===== src/rtl/fp_norm_shifter_pipe_if.sv =====
// Handshake bundle for the post-add normaliser.
// The master side feeds adder results and accepts normalised results.
// The slave side is the normaliser itself.
interface fp_norm_shifter_pipe_if #(
    parameter int MANT_W = 27,
    parameter int EXP_W  = 8
);
    logic              in_valid;
    logic              in_ready;
    logic [MANT_W-1:0] in_mant;
    logic              in_ovf;
    logic [EXP_W-1:0]  in_exp;
    logic              out_valid;
    logic              out_ready;
    logic [MANT_W-1:0] out_mant;
    logic [EXP_W-1:0]  out_exp;
    logic              out_zero;
    logic              out_uflow;
    logic              out_oflow;

    modport master (
        output in_valid, in_mant, in_ovf, in_exp, out_ready,
        input  in_ready, out_valid, out_mant, out_exp, out_zero, out_uflow, out_oflow
    );

    modport slave (
        input  in_valid, in_mant, in_ovf, in_exp, out_ready,
        output in_ready, out_valid, out_mant, out_exp, out_zero, out_uflow, out_oflow
    );
endinterface


===== src/rtl/fp_norm_shifter_pipe.sv =====
// Two-stage pipelined post-add normaliser for the FPU add path.
// Stage 1 captures the adder result and its leading-zero count; stage 2
// right-shifts on carry-out or left-normalises, updating the exponent and
// raising zero / underflow / overflow flags.
// Optional feature macro: NORM_STICKY_EN keeps the bit shifted out on a
// carry-out right shift as a sticky bit in out_mant[0].
module fp_norm_shifter_pipe #(
    parameter int MANT_W = 27,
    parameter int EXP_W  = 8
) (
    input logic                  clk,
    input logic                  rst_n,
    fp_norm_shifter_pipe_if.slave bus
);
    localparam int LZC_W = $clog2(MANT_W + 1);
    localparam int XW    = ((EXP_W > LZC_W) ? EXP_W : LZC_W) + 2;

    logic [MANT_W-1:0] mant_p1;
    logic [EXP_W-1:0]  exp_p1;
    logic              ovf_p1;
    logic [LZC_W-1:0]  lzc_p1;
    logic              vld_p1;

    logic [MANT_W-1:0] mant_p2;
    logic [EXP_W-1:0]  exp_p2;
    logic              zero_p2;
    logic              uflow_p2;
    logic              oflow_p2;
    logic              vld_p2;

    logic              s1_load;
    logic              s2_load;

    logic [MANT_W-1:0] nx_mant;
    logic [EXP_W-1:0]  nx_exp;
    logic              nx_zero;
    logic              nx_uflow;
    logic              nx_oflow;
    logic [EXP_W:0]    inc;
    logic [LZC_W-1:0]  sh;
    logic signed [XW-1:0] exp_s;
    logic signed [XW-1:0] lzc_s;
    logic signed [XW-1:0] diff;

    // Leading-zero count; all-zero input reports MANT_W.
    function automatic logic [LZC_W-1:0] lead_zeros(input logic [MANT_W-1:0] m);
        logic [LZC_W-1:0] n;
        n = LZC_W'(MANT_W);
        for (int i = 0; i < MANT_W; i++) begin
            if (m[i]) n = LZC_W'(MANT_W - 1 - i);
        end
        return n;
    endfunction

    // Saturating exponent increment: returns {oflow, exp}; reaching all-ones
    // (or starting there) saturates at all-ones instead of wrapping.
    function automatic logic [EXP_W:0] sat_inc(input logic [EXP_W-1:0] e);
        logic [EXP_W:0] sum;
        sum = {1'b0, e} + (EXP_W+1)'(1);
        if (sum >= {1'b0, {EXP_W{1'b1}}}) return {1'b1, {EXP_W{1'b1}}};
        return {1'b0, sum[EXP_W-1:0]};
    endfunction

    assign s2_load = !vld_p2 || bus.out_ready;
    assign s1_load = !vld_p1 || s2_load;

    assign bus.in_ready  = s1_load;
    assign bus.out_valid = vld_p2;
    assign bus.out_mant  = mant_p2;
    assign bus.out_exp   = exp_p2;
    assign bus.out_zero  = zero_p2;
    assign bus.out_uflow = uflow_p2;
    assign bus.out_oflow = oflow_p2;

    // Stage 1: capture the adder result and its leading-zero count.
    always_ff @(posedge clk or negedge rst_n) begin
        if (!rst_n) begin
            vld_p1  <= 1'b0;
            mant_p1 <= '0;
            exp_p1  <= '0;
            ovf_p1  <= 1'b0;
            lzc_p1  <= '0;
        end else if (s1_load) begin
            vld_p1 <= bus.in_valid;
            if (bus.in_valid) begin
                mant_p1 <= bus.in_mant;
                exp_p1  <= bus.in_exp;
                ovf_p1  <= bus.in_ovf;
                lzc_p1  <= lead_zeros(bus.in_mant);
            end
        end
    end

    // Stage 2 datapath: carry-out right shift, zero, pass, normalise or denormal.
    always_comb begin
        nx_mant  = '0;
        nx_exp   = '0;
        nx_zero  = 1'b0;
        nx_uflow = 1'b0;
        nx_oflow = 1'b0;
        sh       = '0;
        inc      = sat_inc(exp_p1);
        exp_s    = $signed(XW'(exp_p1));
        lzc_s    = $signed(XW'(lzc_p1));
        diff     = exp_s - lzc_s;
        if (ovf_p1) begin
            nx_oflow = inc[EXP_W];
            nx_exp   = inc[EXP_W-1:0];
            if (!inc[EXP_W]) begin
                nx_mant = {1'b1, mant_p1[MANT_W-1:1]};
`ifdef NORM_STICKY_EN
                nx_mant[0] = mant_p1[1] | mant_p1[0];
`else
                nx_mant[0] = mant_p1[1];
`endif
            end
        end else if (mant_p1 == '0) begin
            nx_zero = 1'b1;
        end else if (lzc_p1 == '0) begin
            nx_mant = mant_p1;
            nx_exp  = exp_p1;
        end else if (diff > 0) begin
            nx_mant = mant_p1 << lzc_p1;
            nx_exp  = EXP_W'(diff);
        end else begin
            // Shift only as far as exponent 1 allows, then mark denormal.
            sh       = (exp_p1 == '0) ? '0 : LZC_W'(exp_p1 - EXP_W'(1));
            nx_mant  = mant_p1 << sh;
            nx_uflow = 1'b1;
        end
    end

    // Stage 2: output registers, held while the consumer stalls.
    always_ff @(posedge clk or negedge rst_n) begin
        if (!rst_n) begin
            vld_p2   <= 1'b0;
            mant_p2  <= '0;
            exp_p2   <= '0;
            zero_p2  <= 1'b0;
            uflow_p2 <= 1'b0;
            oflow_p2 <= 1'b0;
        end else if (s2_load) begin
            vld_p2 <= vld_p1;
            if (vld_p1) begin
                mant_p2  <= nx_mant;
                exp_p2   <= nx_exp;
                zero_p2  <= nx_zero;
                uflow_p2 <= nx_uflow;
                oflow_p2 <= nx_oflow;
            end
        end
    end
endmodule

===== src/flat_wrapper.sv =====
// flat-port wrapper written by rule: the top's interface ports become plain ports
module fp_norm_shifter_pipe_flat 
#(
    parameter int MANT_W = 27,
    parameter int EXP_W  = 8
)
  (clk, rst_n, bus_in_valid, bus_in_mant, bus_in_ovf, bus_in_exp, bus_out_ready, bus_in_ready, bus_out_valid, bus_out_mant, bus_out_exp, bus_out_zero, bus_out_uflow, bus_out_oflow);
  fp_norm_shifter_pipe_if #(.MANT_W(MANT_W), .EXP_W(EXP_W)) bus_i ();
  input logic clk;
  input logic rst_n;
  input wire logic [$bits(bus_i.in_valid)-1:0] bus_in_valid;
  input wire logic [$bits(bus_i.in_mant)-1:0] bus_in_mant;
  input wire logic [$bits(bus_i.in_ovf)-1:0] bus_in_ovf;
  input wire logic [$bits(bus_i.in_exp)-1:0] bus_in_exp;
  input wire logic [$bits(bus_i.out_ready)-1:0] bus_out_ready;
  output wire logic [$bits(bus_i.in_ready)-1:0] bus_in_ready;
  output wire logic [$bits(bus_i.out_valid)-1:0] bus_out_valid;
  output wire logic [$bits(bus_i.out_mant)-1:0] bus_out_mant;
  output wire logic [$bits(bus_i.out_exp)-1:0] bus_out_exp;
  output wire logic [$bits(bus_i.out_zero)-1:0] bus_out_zero;
  output wire logic [$bits(bus_i.out_uflow)-1:0] bus_out_uflow;
  output wire logic [$bits(bus_i.out_oflow)-1:0] bus_out_oflow;
  assign bus_i.in_valid = bus_in_valid;
  assign bus_i.in_mant = bus_in_mant;
  assign bus_i.in_ovf = bus_in_ovf;
  assign bus_i.in_exp = bus_in_exp;
  assign bus_i.out_ready = bus_out_ready;
  assign bus_in_ready = bus_i.in_ready;
  assign bus_out_valid = bus_i.out_valid;
  assign bus_out_mant = bus_i.out_mant;
  assign bus_out_exp = bus_i.out_exp;
  assign bus_out_zero = bus_i.out_zero;
  assign bus_out_uflow = bus_i.out_uflow;
  assign bus_out_oflow = bus_i.out_oflow;
  fp_norm_shifter_pipe #(.MANT_W(MANT_W), .EXP_W(EXP_W)) u_core (.clk(clk), .rst_n(rst_n), .bus(bus_i));
endmodule

===== config.mk =====
export PLATFORM = sky130hd
export DESIGN_NAME = fp_norm_shifter_pipe_flat
export DESIGN_NICKNAME = d
export VERILOG_FILES = /design/src/rtl/fp_norm_shifter_pipe_if.sv /design/src/rtl/fp_norm_shifter_pipe.sv /design/src/flat_wrapper.sv
export SDC_FILE = /design/constraint.sdc
export NUM_CORES = 1
export LEC_CHECK = 0
export CORE_AREA = 2 2 98 195
export CTS_CLUSTER_DIAMETER = 80
export DETAILED_ROUTE_END_ITERATION = 10
export DIE_AREA = 0 0 100 197
export GPL_TIMING_DRIVEN = 0
export PLACE_DENSITY_LB_ADDON = 0.15
export REMOVE_ABC_BUFFERS = 1
export SLEW_MARGIN = 30
export SYNTH_ARGS = -nofsm -noshare
export SYNTH_HDL_FRONTEND = slang
export SYNTH_SLANG_ARGS = --single-unit
export TNS_END_PERCENT = 1

===== constraint.sdc =====
create_clock -name clk -period 4 [get_ports clk]
set_input_delay 0.4 -clock clk [delete_from_list [all_inputs] [get_ports clk]]
set_output_delay 0.4 -clock clk [all_outputs]
set_load 0.005 [all_outputs]

# --- Word-level counts from Yosys, hierarchy flattened ---
# Index checks and enable logic that the tools add are counted.
totals:
  register_bits: 81
  input_bits: 40
  out_inout_bits: 40
classes:
  order_cmp: 2
  mux: 47
  reduce_logical: 9
  n_shift: 2
  addsub: 3
ops:
  columns: ["op", "n"]
  rows:
  - ["two-way mux 27 bit", 5]
  - ["two-way mux 5 bit", 17]
  - ["<< shifter 27 x 5 -> 27 bit", 2]
  - ["two-way mux 4 bit", 8]
  - ["two-way mux 8 bit", 4]
  - ["logical NOT 27 bit", 1]
  - ["two-way mux 9 bit", 2]
  - ["adder 8 x 1 -> 9 bit, second input constant", 1]
  - ["greater-or-equal comparator 9 x 8 -> 1 bit, second input constant", 1]
  - ["greater-than comparator 9 x 1 -> 1 bit, second input constant", 1]
  - ["two-way mux 1 bit", 9]
  - ["subtractor 8 x 5 -> 9 bit", 1]
  - ["logical NOT 8 bit", 1]
  - ["logical NOT 5 bit", 1]
  - ["subtractor 5 x 1 -> 5 bit, second input constant", 1]
  - ["two-way mux 2 bit", 2]
  - ["AND reduction 2 bit", 2]
  - ["logical NOT 1 bit", 2]
  - ["logical OR 1 bit", 2]

# --- Depth between registers and ports, before layout ---
depth:
  ltp_word: 27
  mapped_depth: 19
  ltp_nobuf: 15

# --- Worst setup path before layout ---
# OpenSTA, ideal clock, no wires.
synth_path:
  kind: "flip-flop to flip-flop"
  startpoint: "register u_core.exp_p1[0]"
  endpoint: "register u_core.mant_p2[23], in the netlist u_core.bus.out_mant[23]"
  t_required_ps: 3912
  setup_ps: 88
  stages_incl_launch_ff: 18
  period_less_slack_ps: 4086
  arrival_ps: 3997
  setup_slack_ps: -86
  path_cell_list: "dfrtp_1 clkbuf_1 inv_1 ha_1 inv_1 fa_1 xor2_1 nor3b_2 o221ai_2 or3_1 buf_2 a21oi_2 mux2i_1 clkbuf_1 buf_1 nand4_1 a31o_2 a41oi_1"
synth_between:
  elab_chain_cells: 7
  elab_cells_between_ends: 15
synth_rtl:
  columns: ["item", "line", "source"]
  rows:
  - ["start: declaration", "fp_norm_shifter_pipe.sv:19", "logic [EXP_W-1:0] exp_p1;"]
  - ["start signal: assignment", "fp_norm_shifter_pipe.sv:87", "exp_p1 <= bus.in_exp;"]
  - ["branches (longest 6 deep; another with subtractor 8 x 5 -> 9 bit)", null, null]
  - ["two-way mux 27 bit (*)", "fp_norm_shifter_pipe.sv:106", "if (ovf_p1) begin"]
  - ["end signal: assignment", "fp_norm_shifter_pipe.sv:145", "mant_p2 <= nx_mant;"]
  - ["end: declaration", "fp_norm_shifter_pipe.sv:24", "logic [MANT_W-1:0] mant_p2;"]
# Mark *: on every way between the ends.
# A chain may end at the register's enable or synchronous reset.

# --- Worst setup path after layout ---
layout_path:
  startpoint: "register u_core.exp_p1[0]"
  endpoint: "register u_core.mant_p2[24], in the netlist u_core.bus.out_mant[24]"
# The elaborated chain is that of the path after synthesis.

==> impl_metrics.py <==
metrics = {
    "clock_tree": {
        "cts_htree_levels": 3,
        "worstSkewPairLatency_ns": 0.35,
        "cts_tree": "yes",
        "clk_pin_slew_ns": 0.07,
        "cts_buffers": 9,
        "cts_buffer_depth": 2,
        "cts_sinks": 81,
        "root_buffer": "clkbuf_16",
    },
    "cells_and_area": {
        "fillers": 1832,
        "final_cells": 1031,
        "diodes": 0,
        "nNetsFinal": 860,
        "syn2layout_area_growth_pct": 28.5,
        "finalCoreUtilization_pct": 44.3,
        "layout-drive-gt1-share_pct": 19.0,
        "fin_area_mm2": 0.00807,
    },
    "global_routing": {
        "grt_pass1_wl_um": 37100,
        "grt_max_degree": 61,
        "grt_overflow": 0,
        "grt_use_total_pct": 24.7,
        "grt_antenna_before_repair": 0,
        "grt_pass1_vias": 6568,
    },
    "routing": {
        "route.met3.wl_um": 938,
        "vias_per_cell": 6.26,
        "routed_wl_um": 24500,
        "dr_total_vias": 6450,
        "route.detailed.drc": 0,
        "drtIter0Drc": 424,
        "wire_per_inst_um": 23.7,
        "firstDrtPassIters": 5,
        "ant_nets": 0,
        "wl_met1_um": 8530,
        "top_layer": "met4",
        "dr_wl_met2_um": 12900,
    },
    "sta": {
        "finalMaxSlewViolations": 0,
        "post-route-min-period_ns": 3.99,
        "setup_ws_ns": 0.0121,
        "worst_slew_pin_slew_ns": 0.938,
        "tns_ns": 0,
        "fin_worst_skew_ns": 0.00823,
        "fin_hold_ws_ns": 0.476,
        "slew_headroom_pct": 37.2,
        "rsz0062_at_grt": "yes",
        "period_share_pct": 99.7,
        "finalHoldViolations": 0,
        "fmax_mhz": 251,
        "setup_viol": 0,
    },
    "floorplanning": {
        "dieArea_mm2": 0.0197,
        "row_count": 70,
        "pin_count": 80,
        "fp.dieW_um": 100,
        "die_y_um": 197,
        "initial_core_util_pct": 34.5,
        "core_mm2": 0.0182,
    },
    "setup_path": {
        "crit_type": "flip-flop to flip-flop",
        "cp_slowest_stage_delay_ns": 0.45,
        "slowest_stage": "or3_4",
        "path_max_fanout": 8,
        "crit_arrival_ns": 4.21,
        "startpoint": "u_core.exp_p1[0]$_DFFE_PN0P_",
        "endpoint_kind": "flip-flop",
        "start_kind": "flip-flop",
        "timing.rr.start": "u_core.exp_p1[0]$_DFFE_PN0P_",
        "crit_chain": "inv_4 -> ha_4 -> inv_2 -> fa_2 -> xor2_2 -> nor3b_2 -> o221ai_2 -> or3_4 -> a31oi_4 -> and2_4 -> buf_16 -> mux2i_4 -> mux2i_2 -> mux2_4 -> a221oi_4 -> a31oi_1",
        "cp.required_ns": 4.22,
    },
    "synth": {
        "ys_async_sr_fraction_pct": 100,
        "synth_area_leaders": "dfrtp_1 (32%), mux2_2 (8.4%), mux2i_1 (7.5%), nand2_1 (4.8%), nor2_1 (4.4%)",
        "synth_warnings": 0,
        "synth_fa_ha_area_share_pct": 2.11,
        "yosys_most_used_dff": "dfrtp_1",
        "synth_compound_area_share_pct": 23.0,
        "synth_cell_types": 74,
        "synth_xor_area_share_pct": 1.39,
        "synth_top_family_by_area": "compound AO/OA/AOI/OAI gates",
        "synth_top_area_cell": "dfrtp_1",
        "avgSynthCellArea_um2": 8.41,
        "synth_area_mm2": 0.00628,
        "synth-simple-area-share_pct": 19.7,
        "ys_ff_latch": 81,
        "synth_seq_area_share_pct": 32.3,
        "synth.cells.most_frequent": "dfrtp_1 (81), nand2_1 (81), nor2_1 (74), a21oi_1 (53), o21ai_0 (52)",
        "synth_edf_count": 0,
        "synth_top_area_share_pct": 32.3,
        "synth_mux_area_share_pct": 16.4,
        "synthCells": 747,
    },
    "pwr": {
        "powerDensity_mw_per_mm2": 506,
        "max-vdd-ir-drop_mv": 0.207,
        "power_leakage_nw": 3.12,
        "total_power_mw": 4.09,
    },
    "run": {
        "max_cap_violations": 0,
    },
    "outcome": {
        "status": "finished clean",
    },
    "placement": {
        "placed_area_mm2": 0.00727,
        "gp_congestion": 1.02,
        "dpl_worst_slack_ns": -1.05,
        "io_buffers": 79,
        "dp_hpwl_um": 17500,
        "dp_cells": 995,
    },
    "hold_path": {
        "worstHoldStart": "u_core.bus.out_oflow$_DFFE_PN0P_",
        "min_path_type": "flip-flop to flip-flop",
    },
}
-- routing by layer --
metal | vias to the layer above | global-route usage (%)
met5 | - | 0
met4 | 0 | 16.8
met3 | 133 | 3.16
met2 | 297 | 46.0
met1 | 3119 | 24.9
li1 | 2901 | -
-- kinds of logic (layout without fill, tap and decap cells) --
kind of cell | count (synthesis) | in the layout
buffers and inverters | 73 | 138
AO/OA/AOI/OAI | 214 | 214
flip-flops | 81 | 81
multiplexers | 96 | 97
XOR/XNOR | 10 | 10
adder cells (fa/ha/maj) | 10 | 10
AND/OR/NAND/NOR | 263 | 265
-- sequential cells by signal, indices dropped and copies added, names as in the netlist --
signal,flops
u_core.bus.out_uflow,1
u_core.mant_p1,27
u_core.bus.out_exp,8
u_core.bus.out_oflow,1
u_core.bus.out_mant,27
u_core.vld_p1,1
u_core.bus.out_valid,1
u_core.lzc_p1,5
u_core.exp_p1,8
u_core.bus.out_zero,1
u_core.ovf_p1,1
-- worst paths after layout --
check	cells past startpoint	slack, ns	end
hold / removal	2	0.48	u_core.bus.out_oflow$_DFFE_PN0P_
setup / recovery	16	0.01	u_core.bus.out_mant[24]$_DFFE_PN0P_
setup reg to reg	16	0.01	u_core.bus.out_mant[24]$_DFFE_PN0P_
min in group asynchronous	2	0.50	u_core.exp_p1[1]$_DFFE_PN0P_
max in group asynchronous	3	2.94	u_core.bus.out_mant[11]$_DFFE_PN0P_
hold reg to reg	2	0.48	u_core.bus.out_oflow$_DFFE_PN0P_
-- timing repair --
| item | in CTS | in global routing |
|---|---|---|
| buffers inserted | 8 | 7 |
| pin swaps | 4 | 10 |
| endpoints found under the setup margin | 31 | 25 |
| resized for setup | 30 | 33 |
| hold buffers | 1 | 0 |
| endpoints found under the hold margin | 30 | 0 |
| gates cloned | 2 | 2 |
-- critical path, delay by kind of cell, from the launching register on --
kind	cells	cell delay [ns]
simple gates	3	0.87
buf+inv	3	0.30
xor+xnor	1	0.18
mux	3	0.66
flops	1	0.44
fa+ha+maj	2	0.56
compound gates	4	0.82
-- power by group --
group,switching [mW],total (mW),internal [mW]
combinational,1.03,1.96,0.931
sequential,0.272,1.26,0.991
clock,0.373,0.861,0.488
-- layout make-up --
class                   instances  area [µm²]  share of cell area, %
clock buffers                   9         225                   2.79
well taps                     216         270                   3.35
clock inverters                 7        78.8                  0.977
repair buffers                102        1080                   13.4
flip-flops and latches         81        2030                   25.2
inverters                      20        77.6                  0.961
multi-input cells             596        4300                   53.3
-- placed cells by master, fill, tap and decap left out, types with 4 or more instances in the layout --
cell,synthesis,layout
or3_1,6,4
clkdlybuf4s50_1,0,78
nand2_1,81,77
a22o_1,5,5
nor2_1,74,70
o21ai_1,5,6
dfrtp_1,81,77
a32o_1,6,6
o21ai_0,52,51
and2_1,6,5
nand2b_1,9,8
mux2i_4,0,8
inv_1,20,18
a221o_1,6,6
mux2_2,47,44
a21oi_1,53,51
o22ai_1,10,10
ha_1,9,8
nor3_1,19,18
xnor2_1,6,6
nor4_1,14,12
a221oi_1,16,14
and3_1,9,9
clkbuf_16,0,10
mux2_4,2,5
buf_4,0,13
dfrtp_2,0,4
mux2i_2,0,9
a21oi_2,4,4
nand3_1,26,26
mux2i_1,47,31
o31ai_1,6,6
a31oi_1,6,4
Note: power is estimated with default switching activity, not from simulation.
